## config.mk

```make
export PLATFORM = sky130hd
export DESIGN_NAME = fetch_sequencer_flat
export DESIGN_NICKNAME = d
export VERILOG_FILES = /design/src/rtl/fetch_sequencer_if.sv /design/src/rtl/fetch_sequencer.sv /design/src/flat_wrapper.sv
export SDC_FILE = /design/constraint.sdc
export NUM_CORES = 1
export LEC_CHECK = 0
export ABC_AREA = 0
export BUFFER_PORTS_ARGS = -buffer_cell sky130_fd_sc_hd__buf_2
export CAP_MARGIN = 20
export CORE_UTILIZATION = 30
export DETAILED_ROUTE_END_ITERATION = 7
export PLACE_DENSITY = 0.48
export SKIP_CTS_REPAIR_TIMING = 1
export SYNTH_ARGS = -nofsm -noshare
export SYNTH_HDL_FRONTEND = slang
export SYNTH_SLANG_ARGS = --single-unit
```

## constraint.sdc

```tcl
create_clock -name clk -period 3.4 [get_ports clk]
set_input_delay 0.51 -clock clk [delete_from_list [all_inputs] [get_ports clk]]
set_output_delay 0.51 -clock clk [all_outputs]
set_load 0.02 [all_outputs]
```

## src/rtl/fetch_sequencer_if.sv

```systemverilog
// Fetch sequencer bus bundle: instruction-memory port, decode handshake and control inputs.
// The master modport is the sequencer side; the slave modport is the memory/pipeline side.
interface fetch_sequencer_if #(
   parameter int unsigned PC_W    = 8,
   parameter int unsigned INSTR_W = 8
);
   logic               imem_req;
   logic [PC_W-1:0]    imem_addr;
   logic               imem_gnt;
   logic [INSTR_W-1:0] imem_data;
   logic               out_valid;
   logic               out_ready;
   logic [INSTR_W-1:0] out_instr;
   logic [PC_W-1:0]    out_pc;
   logic               flush;
   logic [PC_W-1:0]    flush_pc;
   logic               halt;
   logic               halted;

   modport master (
      output imem_req, imem_addr, out_valid, out_instr, out_pc, halted,
      input  imem_gnt, imem_data, out_ready, flush, flush_pc, halt
   );

   modport slave (
      input  imem_req, imem_addr, out_valid, out_instr, out_pc, halted,
      output imem_gnt, imem_data, out_ready, flush, flush_pc, halt
   );
endinterface

```

## src/rtl/fetch_sequencer.sv

```systemverilog
// Instruction fetch sequencer: owns the PC, resolves relative jumps at fetch, single-entry output.
// Optional FETCH_STATS_EN adds saturating fetch and bubble counters.
module fetch_sequencer #(
   parameter int unsigned     PC_W     = 8,
   parameter int unsigned     INSTR_W  = 8,
   parameter logic [PC_W-1:0] RESET_PC = '0
) (
   input  logic                 clk,
   input  logic                 rst,
`ifdef FETCH_STATS_EN
   output logic [15:0]          stat_fetch_o,
   output logic [15:0]          stat_bubble_o,
`endif
   fetch_sequencer_if.master    bus
);

   typedef enum logic [1:0] {
      StBoot = 2'd0,
      StRun  = 2'd1,
      StHalt = 2'd2
   } state_e;

   state_e             state_q;
   logic [PC_W-1:0]    pc_q;
   logic               out_valid_q;
   logic [INSTR_W-1:0] out_instr_q;
   logic [PC_W-1:0]    out_pc_q;

   logic               slot_free;
   logic               req;
   logic               fire;
   logic               transfer;
   logic               is_jump;
   logic signed [5:0]  jump_off;
   logic [PC_W-1:0]    pc_next;

   always_comb begin
      slot_free = !out_valid_q || bus.out_ready;
      req       = (state_q == StRun) && slot_free;
      fire      = req && bus.imem_gnt;
      transfer  = out_valid_q && bus.out_ready;
      is_jump   = (bus.imem_data[7:6] == 2'b11);
      jump_off  = bus.imem_data[5:0];
      // Signed size cast sign-extends the offset; the sum wraps modulo 2**PC_W.
      pc_next   = is_jump ? pc_q + PC_W'(1) + PC_W'(jump_off) : pc_q + PC_W'(1);
   end

   always_ff @(posedge clk or posedge rst) begin
      if (rst) begin
         state_q     <= StBoot;
         pc_q        <= RESET_PC;
         out_valid_q <= 1'b0;
         out_instr_q <= '0;
         out_pc_q    <= '0;
      end else begin
         case (state_q)
            StBoot:  state_q <= (bus.halt && !bus.flush) ? StHalt : StRun;
            StRun:   state_q <= (bus.halt && !bus.flush) ? StHalt : StRun;
            StHalt:  state_q <= (!bus.halt && !bus.flush) ? StRun : StHalt;
            default: state_q <= StBoot;
         endcase

         if (bus.flush) begin
            pc_q        <= bus.flush_pc;
            out_valid_q <= 1'b0;
         end else if (fire) begin
            pc_q        <= pc_next;
            out_instr_q <= bus.imem_data;
            out_pc_q    <= pc_q;
            out_valid_q <= 1'b1;
         end else if (transfer) begin
            out_valid_q <= 1'b0;
         end
      end
   end

   assign bus.imem_req  = req;
   assign bus.imem_addr = pc_q;
   assign bus.out_valid = out_valid_q;
   assign bus.out_instr = out_instr_q;
   assign bus.out_pc    = out_pc_q;
   assign bus.halted    = (state_q == StHalt);

`ifdef FETCH_STATS_EN
   logic [15:0] stat_fetch_q;
   logic [15:0] stat_bubble_q;

   always_ff @(posedge clk or posedge rst) begin
      if (rst) begin
         stat_fetch_q  <= '0;
         stat_bubble_q <= '0;
      end else begin
         if (fire && !bus.flush && stat_fetch_q != 16'hFFFF) begin
            stat_fetch_q <= stat_fetch_q + 16'd1;
         end
         if (req && !bus.imem_gnt && stat_bubble_q != 16'hFFFF) begin
            stat_bubble_q <= stat_bubble_q + 16'd1;
         end
      end
   end

   assign stat_fetch_o  = stat_fetch_q;
   assign stat_bubble_o = stat_bubble_q;
`endif

endmodule

```

## src/flat_wrapper.sv

```systemverilog
// flat-port wrapper written by rule: the top's interface ports become plain ports
module fetch_sequencer_flat 
#(
   parameter int unsigned     PC_W     = 8,
   parameter int unsigned     INSTR_W  = 8,
   parameter logic [PC_W-1:0] RESET_PC = '0
)
  (clk, rst, bus_imem_req, bus_imem_addr, bus_out_valid, bus_out_instr, bus_out_pc, bus_halted, bus_imem_gnt, bus_imem_data, bus_out_ready, bus_flush, bus_flush_pc, bus_halt);
  fetch_sequencer_if #(.PC_W(PC_W), .INSTR_W(INSTR_W)) bus_i ();
  input  logic clk;
  input  logic rst;
  output wire logic [$bits(bus_i.imem_req)-1:0] bus_imem_req;
  output wire logic [$bits(bus_i.imem_addr)-1:0] bus_imem_addr;
  output wire logic [$bits(bus_i.out_valid)-1:0] bus_out_valid;
  output wire logic [$bits(bus_i.out_instr)-1:0] bus_out_instr;
  output wire logic [$bits(bus_i.out_pc)-1:0] bus_out_pc;
  output wire logic [$bits(bus_i.halted)-1:0] bus_halted;
  input wire logic [$bits(bus_i.imem_gnt)-1:0] bus_imem_gnt;
  input wire logic [$bits(bus_i.imem_data)-1:0] bus_imem_data;
  input wire logic [$bits(bus_i.out_ready)-1:0] bus_out_ready;
  input wire logic [$bits(bus_i.flush)-1:0] bus_flush;
  input wire logic [$bits(bus_i.flush_pc)-1:0] bus_flush_pc;
  input wire logic [$bits(bus_i.halt)-1:0] bus_halt;
  assign bus_imem_req = bus_i.imem_req;
  assign bus_imem_addr = bus_i.imem_addr;
  assign bus_out_valid = bus_i.out_valid;
  assign bus_out_instr = bus_i.out_instr;
  assign bus_out_pc = bus_i.out_pc;
  assign bus_halted = bus_i.halted;
  assign bus_i.imem_gnt = bus_imem_gnt;
  assign bus_i.imem_data = bus_imem_data;
  assign bus_i.out_ready = bus_out_ready;
  assign bus_i.flush = bus_flush;
  assign bus_i.flush_pc = bus_flush_pc;
  assign bus_i.halt = bus_halt;
  fetch_sequencer #(.PC_W(PC_W), .INSTR_W(INSTR_W), .RESET_PC(RESET_PC)) u_core (.clk(clk), .rst(rst), .bus(bus_i));
endmodule
```

==> results of run 1 <==
through the flow:
stage               cell area, um^2  hold WS [ns]
CTS                            2040         0.343
finish                         2040         0.317
floorplan                      1710         0.460
detailed placement             1990         0.482
global route                   2040         0.377
global placement               1990         0.466
area by class of cell:
class / instances / area share
Timing Repair Buffer: 50 / 0.125
Inverter: 4 / 0.00737
Clock inverter: 1 / 0.00246
Multi-Input combinational cell: 128 / 0.469
Tap cell: 72 / 0.0442
Sequential cell: 27 / 0.331
Clock buffer: 3 / 0.0203
cell families after synthesis:
family,count (synthesis)
xor gates and xnor gates,10
DFF,27
and+or+nand+nor,53
buffers and inverters,12
muxes,15
AOI/OAI and AO/OA,40
adders and majority gates,10
worst register-to-register path, stage by stage, from the launching register on:
cell and delay (ns):
sky130_fd_sc_hd__dfrtp_1 0.50, sky130_fd_sc_hd__ha_1 0.29, sky130_fd_sc_hd__nand3_1 0.14, sky130_fd_sc_hd__nor2_1 0.16
sky130_fd_sc_hd__xor2_1 0.21, sky130_fd_sc_hd__ha_1 0.30, sky130_fd_sc_hd__a21o_1 0.19, sky130_fd_sc_hd__a31o_2 0.20
sky130_fd_sc_hd__a21oi_1 0.15, sky130_fd_sc_hd__or2b_1 0.12, sky130_fd_sc_hd__o211ai_1 0.08
worst max path at each step:
stage | to | from | depth (start not counted)
final | u_core.bus.imem_addr[7] | u_core.bus.imem_addr[0] | 10
after global routing | u_core.bus.imem_addr[7] | u_core.bus.imem_addr[0] | 10
after CTS | u_core.bus.imem_addr[7] | u_core.bus.imem_addr[0] | 10
after detailed placement | u_core.bus.imem_addr[7] | u_core.bus.imem_addr[0] | 10
after global placement | u_core.bus.imem_addr[7] | u_core.bus.imem_addr[0] | 10
after floorplan | u_core.bus.imem_addr[7] | u_core.bus.imem_addr[0] | 10
power groups by stage:
stage	Sequential, mW	Combinational, mW	Clock [mW]
floorplan	0.573	0.269	0
global placement	0.475	0.518	0
detailed placement	0.479	0.518	0
CTS	0.472	0.521	0.197
global route	0.486	0.565	0.210
finish	0.471	0.514	0.185
cells in the final DEF (no fill, tap or decap), drive strengths merged, types with 4 or more instances in the layout:
cell type,count
and3,4
dfrtp,27
xor2,5
nor2,9
mux2,15
buf,50
a21oi,10
nand2,21
inv,4
nand3,7
xnor2,4
ha,9
o21ai,9
a31oi,4
metal layers:
metal  up-vias  wire length (um)
li1        694                 -
met3         4               160
met4         0                38
met2        33              1930
met1       667              2000
met5         -                 0
sequential cells by signal (all words and copies together) (netlist names):
name	cells
u_core.bus.imem_addr	8
u_core.bus.out_instr	8
u_core.bus.out_pc	8
u_core.state_q	2
u_core.bus.out_valid	1
==> impl_metrics.sql, run 1 <==
INSERT INTO impl_metrics (metric_group, metric, value, unit) VALUES
('outcome', 'status', 'finished, final reports clean', ''),
('layout', 'diodes', '0', ''),
('synth', 'synth_mux_area_frac', '0.112', ''),
('global_route', 'antenna_found_initial', '0', ''),
('timing', 'unrepaired_setup_endpoints_after_global_routing', 'false', ''),
('power', 'power.net_switching', '452', 'uW'),
('clock_tree', 'cts_root_buf', 'sky130_fd_sc_hd__clkbuf_8', ''),
('clock_tree', 'clock_tree.buffer_depth', '2', ''),
('synth', 'compound_gate_fraction_of_synth_area', '0.149', ''),
('timing', 'timing.clock.skew', '0.00283', 'ns'),
('timing', 'setup_total_negative_slack', '0', 'ns'),
('timing', 'relSlewSlack', '0.545', ''),
('layout', 'multi_input_combinational_cell_area', '956', 'um^2'),
('layout', 'area.growth.synth_to_final', '19.2', '%'),
('timing', 'worst_slew_pin_slew', '0.681', 'ns'),
('timing', 'timing.final.setup_violations', '0', ''),
('power', 'clockPowerShare', '0.158', ''),
('timing', 'final_min_period_over_clock_period', '0.723', ''),
('drt', 'vias', '1398', ''),
('layout', 'layout.nets', '246', ''),
('power', 'sw_frac_of_total', '0.386', ''),
('layout', 'final_layout_size_suffix_gt1_frac', '0.362', ''),
('floorplan', 'fp.dieW', '77.5', 'um'),
('global_route', 'grt_start_max_net_pins', '19', ''),
('place', 'routabilityCongestion', '0.771', ''),
('clock_tree', 'insertion_delay', '0.28', 'ns'),
('critical_path', 'cp_slowest_stage_delay', '0.50', 'ns'),
('critical_path', 'worstReg2RegEnd', 'u_core.bus.imem_addr[7]', ''),
('synth', 'yosys.cell_count.top_type', 'sky130_fd_sc_hd__dfrtp_1', ''),
('flow_run', 'max_cap_violations', '0', ''),
('layout', 'fillers', '578', ''),
('clock_tree', 'cts_made_buffers', '3', ''),
('layout', 'area_occupied_by_registers', '676', 'um^2'),
('power', 'power_report.internal_total', '718', 'uW'),
('global_route', 'grt_ovf', '0', ''),
('power', 'sequentialPowerShare', '0.403', ''),
('synth', 'postSynthCellCount', '167', ''),
('synth', 'synth.cells.most_frequent', 'sky130_fd_sc_hd__dfrtp_1 (27), sky130_fd_sc_hd__nand2_1 (21), sky130_fd_sc_hd__a21oi_1 (10)', ''),
('global_route', 'use_met2', '0.252', ''),
('critical_path', 'cpLargestDelayFamily', 'compound AO/OA/AOI/OAI gates', ''),
('synth', 'synthDominantCellAreaShare', '0.395', ''),
('synth', 'synth-warning-count', '0', ''),
('synth', 'postSynthAreaPerCell', '10.2', 'um^2'),
('place', 'buffer_ports.inserted', '48', ''),
('synth', 'synthAdderAreaFrac', '0.0775', ''),
('drt', 'drtPass1Iterations', '4', ''),
('place', 'placedCellCount', '281', ''),
('synth', 'synth.yosys.seq_area_share', '0.395', ''),
('power', 'p_leak', '1.01', 'nW'),
('synth', 'synth_top_cell_by_area', 'sky130_fd_sc_hd__dfrtp_1', ''),
('floorplan', 'start_util', '0.311', ''),
('critical_path', 'path_max_fanout', '8', ''),
('synth', 'mappedNetlistNets', '199', ''),
('power', 'pwr-share-comb', '0.439', ''),
('synth', 'synth_top_family_by_area', 'simple AND/OR/NAND/NOR gates', ''),
('layout', 'fin_util', '0.370', ''),
('place', 'hpwl', '3.12', 'mm'),
('critical_path', 'classification_of_the_worst_setup_path', 'flip-flop to flip-flop', ''),
('drt', 'detail_route.wl_per_cell', '14.5', 'um'),
('place', 'post-place-ws', '0.958', 'ns'),
('synth', 'synth-async-reset-ratio', '1.00', ''),
('synth', 'synth_cell_type_count', '46', ''),
('floorplan', 'chipHeight', '77.5', 'um'),
('layout', 'instances_no_fill', '285', ''),
('critical_path', 'timing.critical_path.mode_cell', 'sky130_fd_sc_hd__ha_1', ''),
('worst_hold_path', 'worstHoldPathType', 'primary input to asynchronous set/reset pin', ''),
('clock_tree', 'cts_tree', 'built', ''),
('floorplan', 'die_area', '6010', 'um^2'),
('critical_path', 'regToRegSetupSlack', '0.94', 'ns'),
('critical_path', 'cp_capture_type', 'flip-flop', ''),
('global_route', 'met1_usage', '0.192', '');
Note: power is estimated with default switching activity, not from simulation.
==> run 2: changes to the inputs <==
- clock period: 3.4 -> 2.42 ns (I/O delays scaled with it)
==> run 2 against run 1 <==
Utilization increased by 0.82 points. Setup slack got worse by 0.77 ns. Combinational power is 46% higher. Clock power grew 41%. Hold slack got worse by 0.18 ns. Final cell count rose by 1.8%. Global-route usage down 0.28 points. Register-to-register slack got worse by 0.77 ns. Via count rose by 2.2%. Wire length fell by 0.65%. Clock-buffer cell count did not move. Sequential cell count is the same. Critical path type unchanged. Critical endpoint unchanged. Highest routed layer unchanged.
==> impl_metrics.sql, run 2 (same netlist as run 1, synthesis figures left out) <==
INSERT INTO impl_metrics (metric_group, metric, value, unit) VALUES
('critical_path', 'cp_slowest_stage_delay', '0.37', 'ns'),
('drt', 'detailed_route_iter0_violations', '94', ''),
('floorplan', 'die_area', '6010', 'um^2'),
('global_route', 'grt_first_pass_wirelength', '6.89', 'mm'),
('timing', 'setup_total_negative_slack', '0', 'ns'),
('flow_run', 'max_cap_violations', '0', ''),
('global_route', 'antenna_found_initial', '0', ''),
('critical_path', 'regToRegSetupSlack', '0.17', 'ns'),
('timing', 'worst_slew_pin_slew', '0.397', 'ns'),
('timing', 'final-hold-violation-count', '0', ''),
('clock_tree', 'cts_tree', 'built', ''),
('place', 'placed_area', '2030', 'um^2'),
('global_route', 'grt_util_all_layers', '0.147', ''),
('layout', 'area_occupied_by_registers', '676', 'um^2'),
('floorplan', 'fp.dieW', '77.5', 'um'),
('place', 'routabilityCongestion', '0.755', ''),
('layout', 'fin_util', '0.378', ''),
('floorplan', 'rows', '27', ''),
('clock_tree', 'insertion_delay', '0.27', 'ns'),
('place', 'buffer_ports.inserted', '48', ''),
('clock_tree', 'cts.sinks', '27', ''),
('worst_hold_path', 'worstHoldPathType', 'primary input to asynchronous set/reset pin', ''),
('clock_tree', 'cts_root_buf', 'sky130_fd_sc_hd__clkbuf_8', ''),
('layout', 'multi_input_combinational_cell_area', '963', 'um^2'),
('timing', 'final_period_minus_worst_setup_slack', '2.25', 'ns'),
('drt', 'detail_route.wl_per_cell', '14.2', 'um'),
('timing', 'relSlewSlack', '0.735', ''),
('place', 'hpwl', '3.10', 'mm'),
('drt', 'antenna_violating_nets_left', '0', ''),
('critical_path', 'reg2reg_from', 'u_core.bus.imem_addr[0]', ''),
('layout', 'mostFrequentLayoutCell', 'sky130_fd_sc_hd__buf_2', ''),
('critical_path', 'path_max_fanout', '4', ''),
('timing', 'timing.hold.ws', '0.138', 'ns'),
('critical_path', 'worstReg2RegEnd', 'u_core.bus.imem_addr[7]', ''),
('critical_path', 'timing.critical_path.required', '2.57', 'ns'),
('outcome', 'status', 'finished, final reports clean', ''),
('layout', 'final_layout_size_suffix_gt1_frac', '0.385', ''),
('drt', 'vias', '1429', ''),
('clock_tree', 'cts_htree_levels', '1', ''),
('timing', 'timing.clock.skew', '0.00659', 'ns'),
('critical_path', 'classification_of_the_worst_setup_path', 'flip-flop to flip-flop', ''),
('critical_path', 'startpoint', 'u_core.bus.imem_addr[0]', ''),
('floorplan', 'floorplan.io_pins', '49', ''),
('floorplan', 'chipHeight', '77.5', 'um'),
('drt', 'detail_route.drc_violations', '0', ''),
('layout', 'commonest_cells_after_routing_fill_and_taps_aside', 'sky130_fd_sc_hd__buf_2 (48), sky130_fd_sc_hd__dfrtp_1 (27), sky130_fd_sc_hd__nand2_1 (21)', ''),
('critical_path', 'cp_slowest_cell', 'sky130_fd_sc_hd__dfrtp_1', ''),
('floorplan', 'core_region_area', '5510', 'um^2'),
('layout', 'fillers', '584', ''),
('timing', 'final-max-slew-violation-count', '0', ''),
('critical_path', 'worstPathCellList', 'ha_2, nand3_1, nor2_1, xor2_1, ha_1, a21o_1, a31o_2, a21oi_1, or2b_1, o211ai_1', ''),
('critical_path', 'critical_path.endpoint', 'u_core.bus.imem_addr[7]', ''),
('timing', 'max_clock_freq', '444', 'MHz'),
('clock_tree', 'clk_transition_reported_paths', '0.10', 'ns'),
('timing', 'timing.final.setup_violations', '0', ''),
('layout', 'layout.nets', '251', ''),
('global_route', 'grt_ovf', '0', ''),
('critical_path', 'reg2regPathDepth', '10', ''),
('drt', 'drtPass1Iterations', '4', ''),
('global_route', 'first_global_vias', '1426', ''),
('power', 'vdd_ir_drop_max', '243', 'uV'),
('critical_path', 'crit_arrival', '2.40', 'ns'),
('timing', 'final_min_period_over_clock_period', '0.930', ''),
('critical_path', 'cp_capture_type', 'flip-flop', ''),
('layout', 'diodes', '0', ''),
('power', 'power_density', '799', 'nW/um^2'),
('layout', 'area.growth.synth_to_final', '21.8', '%'),
('global_route', 'grt_start_max_net_pins', '28', ''),
('power', 'p_leak', '1.03', 'nW'),
('timing', 'unrepaired_setup_endpoints_after_global_routing', 'false', ''),
('drt', 'drt_wl_total', '4.11', 'mm'),
('clock_tree', 'cts_made_buffers', '3', ''),
('layout', 'postLayoutCellArea', '2080', 'um^2'),
('drt', 'route.detailed.vias_per_inst', '4.93', ''),
('clock_tree', 'clock_tree.buffer_depth', '2', ''),
('floorplan', 'start_util', '0.311', ''),
('critical_path', 'crit_path_start_kind', 'flip-flop', '');
-- run 2: metal layers --
metal	part of all wire	vias up	GRT usage
met4	0.0037	0	0.0340
met2	0.47	37	0.242
met1	0.47	690	0.201
li1	-	700	-
met3	0.055	2	0.0224
met5	0	-	0
-- run 2: worst min path at each step --
stage	to	slack, ns	depth (start not counted)
after CTS	u_core.bus.out_valid	0.15	3
after global routing	u_core.bus.out_instr[0]	0.16	3
after floorplan	u_core.bus.imem_addr[0]	0.42	1
after detailed placement	u_core.bus.out_instr[2]	0.46	3
after global placement	u_core.bus.out_instr[1]	0.46	3
final	u_core.bus.out_pc[1]	0.14	3
-- run 2: worst max-delay path, delay by kind of cell (launching register included) --
family	cells	cell delay, ns
fa+ha+maj	2	0.52
simple gates	3	0.40
compound gates	4	0.62
flops	1	0.37
xor+xnor	1	0.21
-- run 2: final cells by class --
class | count | share of cell area
inverters | 4 | 0.00721
well taps | 72 | 0.0432
multi-input cells | 128 | 0.462
clock inverters | 1 | 0.00240
clock buffers | 3 | 0.0198
flip-flops and latches | 27 | 0.324
repair buffers | 55 | 0.141
-- run 2: power breakdown --
group	total, mW	internal, mW	switching (mW)
Sequential	0.653	0.573	0.0807
Combinational	0.749	0.335	0.414
Clock	0.261	0.115	0.146
Total	1.66	1.02	0.641
-- run 2: metrics by stage --
stage / instances / total power [mW] / setup WS (ns)
2_1_floorplan: 167 / 1.18 / 0.0948
3_3_place_gp: 286 / 1.41 / 0.194
3_5_place_dp: 286 / 1.41 / 0.168
4_1_cts: 290 / 1.69 / 0.135
5_1_grt: 290 / 1.79 / 0.0146
6_report: 290 / 1.66 / 0.170
==> run 3: changes to the inputs <==
- clock period: 2.42 -> 2.4 ns (I/O delays scaled with it)
==> run 3 against run 2 <==
Wire length rose by 1.6%. Setup slack worse by 0.0074 ns. Via count decreased by 1.5%. Global-route usage is 0.13 points higher. Critical path depth unchanged. Final area rose by 0.12%. Highest routed layer unchanged.
==> impl_metrics.sql, run 3 (same netlist as run 1, synthesis figures left out) <==
INSERT INTO impl_metrics (metric_group, metric, value, unit) VALUES
('timing', 'setup_total_negative_slack', '0', 'ns'),
('timing', 'worst_slew_pin_slew', '0.407', 'ns'),
('critical_path', 'reg2reg_from', 'u_core.bus.imem_addr[0]', ''),
('drt', 'drtPass1Iterations', '4', ''),
('layout', 'instances_no_fill', '290', ''),
('floorplan', 'core_region_area', '5510', 'um^2'),
('timing', 'final-hold-violation-count', '0', ''),
('timing', 'setup_ws', '0.162', 'ns'),
('floorplan', 'chipHeight', '77.5', 'um'),
('critical_path', 'crit_path_start_kind', 'flip-flop', ''),
('drt', 'route.detailed.vias_per_inst', '4.86', ''),
('clock_tree', 'insertion_delay', '0.28', 'ns'),
('clock_tree', 'cts_htree_levels', '1', ''),
('layout', 'diodes', '0', ''),
('critical_path', 'cp_slowest_stage_delay', '0.37', 'ns'),
('critical_path', 'reg2regPathDepth', '10', ''),
('timing', 'timing.final.setup_violations', '0', ''),
('global_route', 'antenna_found_initial', '0', ''),
('drt', 'detail_route.drc_violations', '0', ''),
('drt', 'vias', '1408', ''),
('timing', 'final_period_minus_worst_setup_slack', '2.24', 'ns'),
('critical_path', 'crit_buf_inv', '0', ''),
('critical_path', 'cp_capture_type', 'flip-flop', ''),
('floorplan', 'start_util', '0.311', ''),
('place', 'routabilityCongestion', '0.762', ''),
('critical_path', 'path_max_fanout', '4', ''),
('global_route', 'first_global_vias', '1481', ''),
('critical_path', 'worstPathCellList', 'ha_2, nand3_1, nor2_1, xor2_1, ha_1, a21o_1, a31o_2, a21oi_1, or2b_1, o211ai_1', ''),
('timing', 'max_clock_freq', '447', 'MHz'),
('power', 'p_leak', '1.03', 'nW'),
('floorplan', 'rows', '27', ''),
('critical_path', 'regToRegSetupSlack', '0.16', 'ns'),
('drt', 'antenna_violating_nets_left', '0', ''),
('critical_path', 'worstReg2RegEnd', 'u_core.bus.imem_addr[7]', ''),
('timing', 'timing.clock.skew', '0.00928', 'ns'),
('critical_path', 'timing.critical_path.required', '2.55', 'ns'),
('global_route', 'grt_util_all_layers', '0.148', ''),
('place', 'post-place-ws', '0.134', 'ns'),
('global_route', 'grt_ovf', '0', ''),
('global_route', 'grt_first_pass_wirelength', '6.95', 'mm'),
('timing', 'final_min_period_over_clock_period', '0.932', ''),
('drt', 'detail_route.wl_per_cell', '14.4', 'um'),
('place', 'hpwl', '3.17', 'mm'),
('layout', 'area.growth.synth_to_final', '21.9', '%'),
('layout', 'layout.nets', '251', ''),
('timing', 'final-max-slew-violation-count', '0', ''),
('clock_tree', 'cts_root_buf', 'sky130_fd_sc_hd__clkbuf_8', ''),
('clock_tree', 'cts.sinks', '27', ''),
('timing', 'relSlewSlack', '0.728', ''),
('layout', 'final_layout_size_suffix_gt1_frac', '0.385', ''),
('layout', 'mostFrequentLayoutCell', 'sky130_fd_sc_hd__buf_2', ''),
('worst_hold_path', 'worstHoldPathType', 'primary input to asynchronous set/reset pin', ''),
('global_route', 'grt_start_max_net_pins', '28', ''),
('timing', 'unrepaired_setup_endpoints_after_global_routing', 'true', ''),
('critical_path', 'classification_of_the_worst_setup_path', 'flip-flop to flip-flop', ''),
('clock_tree', 'clock_tree.buffer_depth', '2', ''),
('drt', 'detailed_route_iter0_violations', '83', ''),
('layout', 'commonest_cells_after_routing_fill_and_taps_aside', 'sky130_fd_sc_hd__buf_2 (48), sky130_fd_sc_hd__dfrtp_1 (27), sky130_fd_sc_hd__nand2_1 (21)', ''),
('flow_run', 'max_cap_violations', '0', ''),
('critical_path', 'crit_arrival', '2.39', 'ns'),
('place', 'placedCellCount', '286', ''),
('clock_tree', 'clk_transition_reported_paths', '0.10', 'ns'),
('clock_tree', 'cts_tree', 'built', ''),
('power', 'power_density', '809', 'nW/um^2'),
('clock_tree', 'cts_made_buffers', '3', ''),
('critical_path', 'cpLargestDelayFamily', 'compound AO/OA/AOI/OAI gates', ''),
('critical_path', 'cp_slowest_cell', 'sky130_fd_sc_hd__dfrtp_1', ''),
('drt', 'drt_wl_total', '4.17', 'mm'),
('floorplan', 'floorplan.io_pins', '49', ''),
('outcome', 'status', 'finished, final reports clean', ''),
('power', 'vdd_ir_drop_max', '273', 'uV'),
('layout', 'fin_util', '0.379', ''),
('place', 'buffer_ports.inserted', '48', ''),
('floorplan', 'fp.dieW', '77.5', 'um'),
('floorplan', 'die_area', '6010', 'um^2'),
('layout', 'fillers', '581', '');
## run 3: worst register-to-register path: stages, from the launching register on
cell and delay (ns):
sky130_fd_sc_hd__dfrtp_1 0.37, sky130_fd_sc_hd__ha_2 0.21, sky130_fd_sc_hd__nand3_1 0.12, sky130_fd_sc_hd__nor2_1 0.15, sky130_fd_sc_hd__xor2_1 0.21, sky130_fd_sc_hd__ha_1 0.30
sky130_fd_sc_hd__a21o_1 0.19, sky130_fd_sc_hd__a31o_2 0.20, sky130_fd_sc_hd__a21oi_1 0.15, sky130_fd_sc_hd__or2b_1 0.12, sky130_fd_sc_hd__o211ai_1 0.08
## run 3: worst max path at each step
stage	from	to	slack, ns	cells after the start
floorplan	u_core.bus.imem_addr[0]	u_core.bus.imem_addr[7]	0.07	10
CTS	u_core.bus.imem_addr[0]	u_core.bus.imem_addr[6]	0.10	9
global placement	u_core.bus.imem_addr[0]	u_core.bus.imem_addr[6]	0.17	9
detailed placement	u_core.bus.imem_addr[0]	u_core.bus.imem_addr[6]	0.13	9
global route	u_core.bus.imem_addr[0]	u_core.bus.imem_addr[7]	-0.02	10
finish	u_core.bus.imem_addr[0]	u_core.bus.imem_addr[7]	0.16	10
## run 3: final cells by class
type | instances | area [um^2] | area share
tap | 72 | 90.1 | 0.0432
sequential | 27 | 676 | 0.324
multi-input combinational | 128 | 963 | 0.462
inverter | 4 | 15.0 | 0.00720
clock inverter | 1 | 7.51 | 0.00360
timing repair buffer | 55 | 293 | 0.140
clock buffer | 3 | 41.3 | 0.0198
## run 3: where the power goes
part           internal (mW)  switching, mW  total (mW)
logic                  0.339          0.422       0.761
registers              0.577         0.0801       0.657
clock network          0.118          0.152       0.270
total                   1.03          0.654        1.69
## run 3: per-layer routing
metal | share of wire | global-route usage
met1 | 0.46 | 0.182
met2 | 0.50 | 0.269
met3 | 0.033 | 0.0188
met4 | 0.0058 | 0.0396
met5 | 0 | 0
## run 3: stage by stage
stage / hold slack (ns) / power, mW / area, um^2
2_1_floorplan: 0.413 / 1.19 / 1710
6_report: 0.135 / 1.69 / 2090
3_5_place_dp: 0.455 / 1.43 / 2030
4_1_cts: 0.137 / 1.71 / 2080
3_3_place_gp: 0.455 / 1.42 / 2030
5_1_grt: 0.154 / 1.81 / 2090
